### config.mk
export PLATFORM = sky130hd
export DESIGN_NAME = sd_block_responder
export DESIGN_NICKNAME = d
export VERILOG_FILES = /design/src/rtl/sd_block_responder.sv
export SDC_FILE = /design/constraint.sdc
export NUM_CORES = 1
export LEC_CHECK = 0
export CORE_MARGIN = 2
export CORE_UTILIZATION = 30
export DETAILED_ROUTE_END_ITERATION = 6
export HOLD_SLACK_MARGIN = 0.12
export PLACE_DENSITY = 0.51
export SLEW_MARGIN = 0
export SYNTH_ARGS = -nofsm -noshare
export SYNTH_HDL_FRONTEND = slang
export SYNTH_SLANG_ARGS = --single-unit
### constraint.sdc
create_clock -name clk -period 3.2 [get_ports clk]
set_input_delay 0.64 -clock clk [delete_from_list [all_inputs] [get_ports clk]]
set_output_delay 0.64 -clock clk [all_outputs]
set_load 0.01 [all_outputs]
### src/rtl/sd_block_responder.sv
// sd_block_responder
//   Device side of the sd_rd/sd_wr/sd_ack sector interface. Moves 512-byte
//   sectors between the initiator's sector buffer and a byte-addressed image
//   store, and announces newly mounted images via img_mounted/img_size.
//
// Ports
//   clk, reset                     system clock, synchronous active-high reset
//   mount_req, mount_size          request to announce an image of mount_size bytes
//   img_mounted, img_size          one-cycle mount pulse, latched image size
//   lba, sd_rd, sd_wr              sector number and level-sensitive requests
//   sd_ack                         high while a sector transfer is in progress
//   sd_buff_addr                   byte index within the sector
//   sd_buff_wr, sd_buff_dout       read-direction byte strobe and data
//   sd_buff_din                    write-direction data, valid 1 cycle after sd_buff_addr
//   mem_addr, mem_rd, mem_wr       image-store byte address and access strobes
//   mem_wdata, mem_rdata           image-store write / read data
//   mem_ready                      completes the outstanding image-store access
//   oob_count                      saturating count of out-of-range requests
//
// state   | meaning
// IDLE    | announce a pending mount, or wait for sd_rd / sd_wr
// DELAY   | count down ACK_DELAY before raising sd_ack
// RD_MEM  | read strobe issued for byte idx, waiting for mem_ready
// RD_PUT  | byte idx presented to the initiator with sd_buff_wr
// WR_ADDR | sd_buff_addr = idx, initiator fetching the byte
// WR_MEM  | sample sd_buff_din, strobe mem_wr, wait for mem_ready
// W4REL   | sector done, wait until both requests are released
module sd_block_responder #(
    parameter int ACK_DELAY = 4,
    parameter int MEM_AW    = 24
) (
    input  logic              clk,
    input  logic              reset,
    input  logic              mount_req,
    input  logic [63:0]       mount_size,
    output logic              img_mounted,
    output logic [63:0]       img_size,
    input  logic [31:0]       lba,
    input  logic              sd_rd,
    input  logic              sd_wr,
    output logic              sd_ack,
    output logic [8:0]        sd_buff_addr,
    output logic              sd_buff_wr,
    output logic [7:0]        sd_buff_dout,
    input  logic [7:0]        sd_buff_din,
    output logic [MEM_AW-1:0] mem_addr,
    output logic              mem_rd,
    output logic              mem_wr,
    output logic [7:0]        mem_wdata,
    input  logic [7:0]        mem_rdata,
    input  logic              mem_ready,
    output logic [15:0]       oob_count
);

    typedef enum logic [2:0] {
        IDLE, DELAY, RD_MEM, RD_PUT, WR_ADDR, WR_MEM, W4REL
    } state_t;

    state_t      state;
    logic [31:0] lba_q;
    logic        is_rd;
    logic        oob;
    logic [7:0]  dly_cnt;
    logic [8:0]  idx;
    logic        wr_pend;
    logic        mount_pend;
    logic [63:0] mount_size_q;

    logic [40:0]       last_byte;
    logic              oob_now;
    logic [8:0]        idx_nxt;
    logic [MEM_AW-10:0] sec;

    // Last byte of the sector at full width so a large lba cannot wrap past img_size.
    always_comb begin
        last_byte = {lba_q, 9'h1FF};
        oob_now   = ({23'd0, last_byte} >= img_size) || ((lba_q >> (MEM_AW - 9)) != 32'd0);
    end

    assign idx_nxt = idx + 9'd1;
    assign sec     = lba_q[MEM_AW-10:0];

    always_ff @(posedge clk) begin
        if (reset) begin
            state        <= IDLE;
            lba_q        <= '0;
            is_rd        <= 1'b0;
            oob          <= 1'b0;
            dly_cnt      <= '0;
            idx          <= '0;
            wr_pend      <= 1'b0;
            mount_pend   <= 1'b0;
            mount_size_q <= '0;
            img_mounted  <= 1'b0;
            img_size     <= '0;
            sd_ack       <= 1'b0;
            sd_buff_addr <= '0;
            sd_buff_wr   <= 1'b0;
            sd_buff_dout <= '0;
            mem_addr     <= '0;
            mem_rd       <= 1'b0;
            mem_wr       <= 1'b0;
            mem_wdata    <= '0;
            oob_count    <= '0;
        end else begin
            img_mounted <= 1'b0;
            mem_rd      <= 1'b0;
            mem_wr      <= 1'b0;

            case (state)
                IDLE: begin
                    if (mount_pend) begin
                        img_mounted <= 1'b1;
                        img_size    <= mount_size_q;
                        mount_pend  <= 1'b0;
                    end else if (sd_rd || sd_wr) begin
                        lba_q   <= lba;
                        is_rd   <= sd_rd;
                        dly_cnt <= 8'(ACK_DELAY - 1);
                        state   <= DELAY;
                    end
                end

                DELAY: begin
                    if (dly_cnt != 8'd0) begin
                        dly_cnt <= dly_cnt - 8'd1;
                    end else begin
                        sd_ack       <= 1'b1;
                        idx          <= '0;
                        sd_buff_addr <= '0;
                        oob          <= oob_now;
                        if (oob_now && oob_count != 16'hFFFF)
                            oob_count <= oob_count + 16'd1;
                        if (is_rd) begin
                            if (oob_now) begin
                                sd_buff_wr   <= 1'b1;
                                sd_buff_dout <= 8'h00;
                                state        <= RD_PUT;
                            end else begin
                                mem_rd   <= 1'b1;
                                mem_addr <= {sec, 9'd0};
                                state    <= RD_MEM;
                            end
                        end else begin
                            state <= WR_ADDR;
                        end
                    end
                end

                RD_MEM: begin
                    // mem_ready is ignored during the strobe cycle itself
                    if (!mem_rd && mem_ready) begin
                        sd_buff_dout <= mem_rdata;
                        sd_buff_wr   <= 1'b1;
                        sd_buff_addr <= idx;
                        state        <= RD_PUT;
                    end
                end

                RD_PUT: begin
                    if (idx == 9'd511) begin
                        sd_buff_wr <= 1'b0;
                        sd_ack     <= 1'b0;
                        state      <= W4REL;
                    end else begin
                        idx <= idx_nxt;
                        if (oob) begin
                            // zero bytes streamed back to back, sd_buff_wr stays high
                            sd_buff_addr <= idx_nxt;
                        end else begin
                            sd_buff_wr <= 1'b0;
                            mem_rd     <= 1'b1;
                            mem_addr   <= {sec, idx_nxt};
                            state      <= RD_MEM;
                        end
                    end
                end

                WR_ADDR: begin
                    state <= WR_MEM;
                end

                WR_MEM: begin
                    if (oob || (wr_pend && !mem_wr && mem_ready)) begin
                        wr_pend <= 1'b0;
                        if (idx == 9'd511) begin
                            sd_ack <= 1'b0;
                            state  <= W4REL;
                        end else begin
                            idx          <= idx_nxt;
                            sd_buff_addr <= idx_nxt;
                            state        <= WR_ADDR;
                        end
                    end else if (!wr_pend) begin
                        mem_wdata <= sd_buff_din;
                        mem_wr    <= 1'b1;
                        mem_addr  <= {sec, idx};
                        wr_pend   <= 1'b1;
                    end
                end

                W4REL: begin
                    if (!sd_rd && !sd_wr) begin
                        sd_buff_addr <= '0;
                        state        <= IDLE;
                    end
                end

                default: state <= IDLE;
            endcase

            // Placed after the case so a request in the announce cycle is kept.
            if (mount_req) begin
                mount_pend   <= 1'b1;
                mount_size_q <= mount_size;
            end
        end
    end

endmodule
==> flow_summary.yaml, run 1 <==
die:
  initial_core_util_pct: 30.5
  die_h_um: 194
  num_rows: 69
  fp.dieArea_um2: 37700
  core_area_um2: 35600
  ios: 252
  die_w_um: 194
timing:
  fin_crit_ns: 3.01
  finalSetupTns_ns: 0
  relSlewSlack_pct: 47.7
  hold_viol_final: 0
  min_period_over_period_pct: 94.2
  rsz0062_at_grt: "false"
  finClkSkew_ns: 0.0166
  max_freq_mhz: 332
  worstMarginPinSlew_ns: 0.785
  slew_viol_final: 0
  setup_viol_count_final: 0
clock_network:
  root_buffer: "clkbuf_16"
  cts_buffers: 29
  path_clk_slew_ns: 0.06
  postCtsHoldBufs: 0
  clock_latency_ns: 0.56
  clock-sinks: 254
  cts_tree: "yes"
  clk_path_buf_depth: 3
  cts_max_level: 1
detailed_routing:
  via_per_inst: 4.88
  drtPass1Iterations: 5
  num_vias: 9974
  wl_per_cell_um: 16.8
  totalWireLength_mm: 34.3
  drt-initial-drc-count: 491
  post-route-drc-count: 0
  ant_nets: 0
worst_setup_path:
  ff2ff_setup_slack_ns: 0.19
  cp-start-kind: "register"
  path_max_fanout: 26
  crit_arrival_ns: 3.46
  reg2regPathDepth: 9
  crit_required_ns: 3.64
  rr_startpoint: "img_size[36]$_SDFFE_PP0P_"
  worstReg2RegEnd: "oob_count[9]$_SDFFE_PP0P_"
  cp-endpoint: "oob_count[9]$_SDFFE_PP0P_"
  critical_path_class: "reg -> reg"
  cp-startpoint: "img_size[36]$_SDFFE_PP0P_"
  crit_path_end_kind: "register"
synthesis:
  ys_seq_elements: 254
  synthCells: 1322
  ys_types: 48
  yosys_warnings: 0
  syn_area_um2: 10900
  synthesis.nets: 1476
  syn-mean-instance-area_um2: 8.21
  yosysSeqAreaShare_pct: 46.8
global_routing:
  grt_max_degree: 66
  track_usage_pct: 17.4
  grt_pass1_wl_mm: 53.9
  grt_pass1_vias: 9572
  grt_antenna_before_repair: 3
  gr-total-overflow: 0
cells_and_area:
  drive_gt1_share_pct: 6.71
  final_area_um2: 15000
  fillers: 3595
  multiInputGateArea_um2: 5300
  syn_to_final_growth_pct: 38.1
  layout_commonest_cell: "dfxtp_1"
  layout_common_cells: "254 x dfxtp_1, 249 x clkdlybuf4s50_1, 248 x nand2_1, 172 x a21oi_1, 124 x nor2_1"
  layout.area.seq_um2: 5080
  nets: 1710
power_and_ir_drop:
  peakVddDrop_mv: 0.471
  leakage_uw: 0.00560
  pwr_density_cell_nw_per_um2: 717
status:
  status: "complete, no violations"
placed_design:
  io_buffers: 251
  place.gp.congestion: 0.797
  place_area_um2: 14000
  hpwl_mm: 24.5
worst_hold_path:
  hp-class: "reg -> reg"
run:
  drv_cap: 0
## synth_stat cells (all sizes together)
master	instances	area share (%)
xor2	6	0.48
or2	2	0.12
a311oi	4	0.32
nand2	249	8.6
o311ai	1	0.081
xnor2	1	0.081
inv	39	1.3
a21oi	172	7.9
o211ai	1	0.069
buf	16	0.67
a211oi	20	1.4
o2111ai	1	0.081
and2	2	0.12
nand4	10	0.58
a311o	3	0.28
o21a	2	0.14
nor2b	9	0.52
nor2	124	4.3
o22a	2	0.16
a221oi	1	0.081
dfxtp	254	47
nor3	34	1.6
clkinv	1	0.035
mux2	5	0.52
clkbuf	72	2.5
a22oi	3	0.21
nor4	13	0.75
mux2i	81	7.5
ha	36	4.1
nand2b	6	0.35
and3	13	0.75
o21ai	50	2.3
and4	6	0.48
o31ai	11	0.76
nand3	42	1.9
nand4b	2	0.16
o22ai	3	0.17
a21o	1	0.069
nor4bb	2	0.18
nor3b	2	0.14
or4	10	0.69
o211a	1	0.092
or3	4	0.23
a31oi	5	0.29
## where the power goes
group | internal [µW] | switching, µW | total (µW)
registers | 3550 | 309 | 3850
clock network | 2130 | 1380 | 3510
logic | 1410 | 1980 | 3380
total | 7080 | 3670 | 10700
## metrics by stage
step,hold WS [ns],instances,setup WS [ns],utilization (%),total power [µW]
2_1_floorplan,0.431,1322,0.416,-,5930
3_3_place_gp,0.439,1986,0.113,39.3,7310
3_5_place_dp,0.443,1986,0.0642,39.3,7340
6_report,0.448,2042,0.185,42.1,10700
5_1_grt,0.461,2042,0.00129,42.1,11400
4_1_cts,0.453,2040,0.0278,42.1,10900
## critical path: stages (launching register included)
cell and delay, ns:
dfxtp_1 0.41, inv_1 0.07, ha_1 0.27, and4_1 0.25, nand3_1 0.15, or3_1 0.38
a311o_1 0.34, o211a_2 0.29, nor4_1 0.35, mux2_2 0.37
## worst min-delay path by stage
stage | start | endpoint | slack, ns | depth (start not counted)
CTS | mount_size_q[0]$_SDFFE_PP0P_ | img_size[0]$_SDFFE_PP0P_ | 0.45 | 2
global route | mount_size_q[53]$_SDFFE_PP0P_ | img_size[53]$_SDFFE_PP0P_ | 0.46 | 2
global placement | mount_size_q[47]$_SDFFE_PP0P_ | img_size[47]$_SDFFE_PP0P_ | 0.44 | 2
floorplan | mount_size_q[42]$_SDFFE_PP0P_ | img_size[42]$_SDFFE_PP0P_ | 0.43 | 2
detailed placement | mount_size_q[23]$_SDFFE_PP0P_ | img_size[23]$_SDFFE_PP0P_ | 0.44 | 2
finish | mount_size_q[53]$_SDFFE_PP0P_ | img_size[53]$_SDFFE_PP0P_ | 0.45 | 2
## area by class of cell
type / instances / share of cell area [%]
repair buffers: 291 / 19.1
diodes: 2 / 0.0334
multi-input cells: 940 / 35.3
flip-flops and latches: 254 / 33.9
well taps: 461 / 3.85
inverters: 40 / 1.00
clock inverters: 15 / 1.28
clock buffers: 39 / 5.49
## routing by layer
layer	global-route usage, %	wire (µm)	vias up
met5	0	13	-
met4	4.12	618	2
met3	5.08	2220	40
met2	27.8	15500	211
met1	23.3	15900	4681
li1	-	-	5040
## sequential cells by signal (all words and copies together), names as in the netlist
signal	flops
img_size	64
mount_size_q	64
lba_q	32
mem_addr	24
oob_count	16
idx	9
sd_buff_addr	9
dly_cnt	8
mem_wdata	8
sd_buff_dout	8
state	3
img_mounted	1
is_rd	1
mem_rd	1
mem_wr	1
mount_pend	1
oob	1
sd_ack	1
sd_buff_wr	1
wr_pend	1
## cell families after synthesis
| logic type | count (synthesis) | share of synthesized area (%) |
|---|---|---|
| AOI/OAI and AO/OA | 281 | 14.4 |
| xor gates and xnor gates | 7 | 0.565 |
| adders and majority gates | 36 | 4.15 |
| buffers and inverters | 128 | 4.54 |
| DFF | 254 | 46.8 |
| muxes | 86 | 7.99 |
| and+or+nand+nor | 530 | 21.5 |
## timing repair
action                                  in CTS  in global routing
endpoints found under the setup margin       0                 25
resized for setup                            0                  2
setup buffers                                0                  0
Power figures use the tool's default switching activity.
==> run 2: changes to the inputs <==
Settings changed: CORE_MARGIN 2 to unset, SETUP_SLACK_MARGIN set to 0.1.
==> run 2 against run 1 <==
Effect of this change: cell area about the same; critical path depth rose by 1; sequential share of layout area hardly changed; global-route usage is 0.72 points higher; largest power group unchanged; worst hold slack got worse by 0.0025 ns; non-clock buffer count fell by 6; clock power about the same; via count is essentially flat; die area decreased by 2.0%; final cell count down 0.34%; maximum frequency up 4.4%.
==> flow_summary.yaml, run 2 (same netlist as run 1, synthesis figures left out) <==
timing:
  rsz0062_at_grt: "false"
  fin_ws_ns: 0.314
  whs_ns: 0.446
  max_freq_mhz: 346
  hold_viol_final: 0
  worstMarginPinSlew_ns: 0.794
  setup_viol_count_final: 0
  relSlewSlack_pct: 47.1
  min_period_over_period_pct: 90.2
  slew_viol_final: 0
  finClkSkew_ns: 0.0145
  finalSetupTns_ns: 0
  fin_crit_ns: 2.89
cells_and_area:
  layout_common_cells: "254 x dfxtp_1, 249 x clkdlybuf4s50_1, 248 x nand2_1, 172 x a21oi_1, 124 x nor2_1"
  fillers: 3657
  syn_to_final_growth_pct: 38.0
  fin_cells: 2035
  multiInputGateArea_um2: 5320
  nets: 1706
  layout_commonest_cell: "dfxtp_1"
  reg_top3: "img_size (64), mount_size_q (64), lba_q (32)"
  drive_gt1_share_pct: 6.29
  layout.area.seq_um2: 5080
worst_setup_path:
  cp-start-kind: "register"
  crit_path_end_kind: "register"
  crit_arrival_ns: 3.34
  critical_path_class: "reg -> reg"
  slowest_delay_ns: 0.36
  path_cells: "inv_1 > ha_1 > nand4_1 > nor3_4 > o311ai_0 > buf_4 > a311o_1 > o211a_4 > nor4_2 > mux2_2"
  path_max_fanout: 26
  slowest_stage: "ha_1"
  crit_required_ns: 3.65
global_routing:
  grt_pass1_vias: 9449
  met2_usage_pct: 29.2
  globalRoute.busiestLayer: "met2"
  grt_util_met1_pct: 23.7
  grt_antenna_before_repair: 3
  grt_pass1_wl_mm: 53.4
  use_met3_pct: 5.88
  grt_max_degree: 85
  gr-total-overflow: 0
  track_usage_pct: 18.2
die:
  die_w_um: 192
  fp.dieArea_um2: 37000
  die_h_um: 192
  core_area_um2: 35600
  ios: 252
  num_rows: 69
  initial_core_util_pct: 30.5
detailed_routing:
  drtPass1Iterations: 5
  num_vias: 9979
  via_per_inst: 4.90
  ant_nets: 0
  drt-initial-drc-count: 436
  totalWireLength_mm: 34.4
  post-route-drc-count: 0
  wl_per_cell_um: 16.9
clock_network:
  postCtsHoldBufs: 0
  cts_buffers: 31
  clk_path_buf_depth: 3
  clock_latency_ns: 0.56
  root_buffer: "clkbuf_16"
  cts_tree: "yes"
  clock-sinks: 254
  path_clk_slew_ns: 0.06
  cts_max_level: 1
status:
  status: "complete, no violations"
power_and_ir_drop:
  peakVddDrop_mv: 0.424
  p_total_uw: 10800
  leakage_uw: 0.00560
  pwr_density_cell_nw_per_um2: 721
placed_design:
  dp.cells: 1980
  place.gp.congestion: 0.811
  dp_slack_ns: 0.0326
  hpwl_mm: 24.1
  io_buffers: 251
run:
  drv_cap: 0
worst_hold_path:
  hp-class: "reg -> reg"
## run 2: critical path, delay by kind of cell (launching register included)
family	cells	cell delay, ns
multiplexers	1	0.36
AO/OA/AOI/OAI	3	0.72
buffers and inverters	2	0.22
adder cells (fa/ha/maj)	1	0.36
flip-flops	1	0.35
AND/OR/NAND/NOR	3	0.75
## run 2: final cells by class
| type | count | area share [%] |
|---|---|---|
| Antenna cell | 1 | 0.0167 |
| Clock buffer | 44 | 5.90 |
| Clock inverter | 10 | 0.852 |
| Inverter | 40 | 1.00 |
| Sequential cell | 254 | 33.9 |
| Timing Repair Buffer | 285 | 18.9 |
| Tap cell | 461 | 3.85 |
| Multi-Input combinational cell | 940 | 35.5 |
## run 2: what timing repair did
action / in CTS / in global routing
pin swaps: 0 / 1
setup buffers: 0 / 0
endpoints found under the setup margin: 5 / 21
resized for setup: 1 / 5
## run 2: per-stage QoR
step	area [µm²]	utilization, %
2_1_floorplan	10900	-
3_3_place_gp	13900	39.2
3_5_place_dp	13900	39.2
4_1_cts	14900	42.0
5_1_grt	15000	42.1
6_report	15000	42.1
## run 2: layer usage
layer  up-vias  wire length (µm)  part of all wire [%]
met2       228             15600                    45
met5         -                12                 0.035
li1       5034                 -                     -
met1      4673             15500                    45
met3        42              2690                   7.8
met4         2               535                   1.6
## run 2: final timing paths
check	endpoint	depth (start not counted)	slack (ns)	from
worst max-delay path	oob_count[9]$_SDFFE_PP0P_	10	0.31	img_size[11]$_SDFFE_PP0P_
worst min-delay path	img_size[26]$_SDFFE_PP0P_	2	0.45	mount_size_q[26]$_SDFFE_PP0P_
worst min register to register	img_size[26]$_SDFFE_PP0P_	2	0.45	mount_size_q[26]$_SDFFE_PP0P_
worst max register to register	oob_count[9]$_SDFFE_PP0P_	10	0.31	img_size[11]$_SDFFE_PP0P_
## run 2: report_power, final
part / total (µW) / internal (µW) / leakage, µW / switching (µW)
combinational: 3460 / 1430 / 0.00303 / 2020
clock: 3500 / 2140 / 0.000499 / 1360
sequential: 3840 / 3550 / 0.00207 / 296
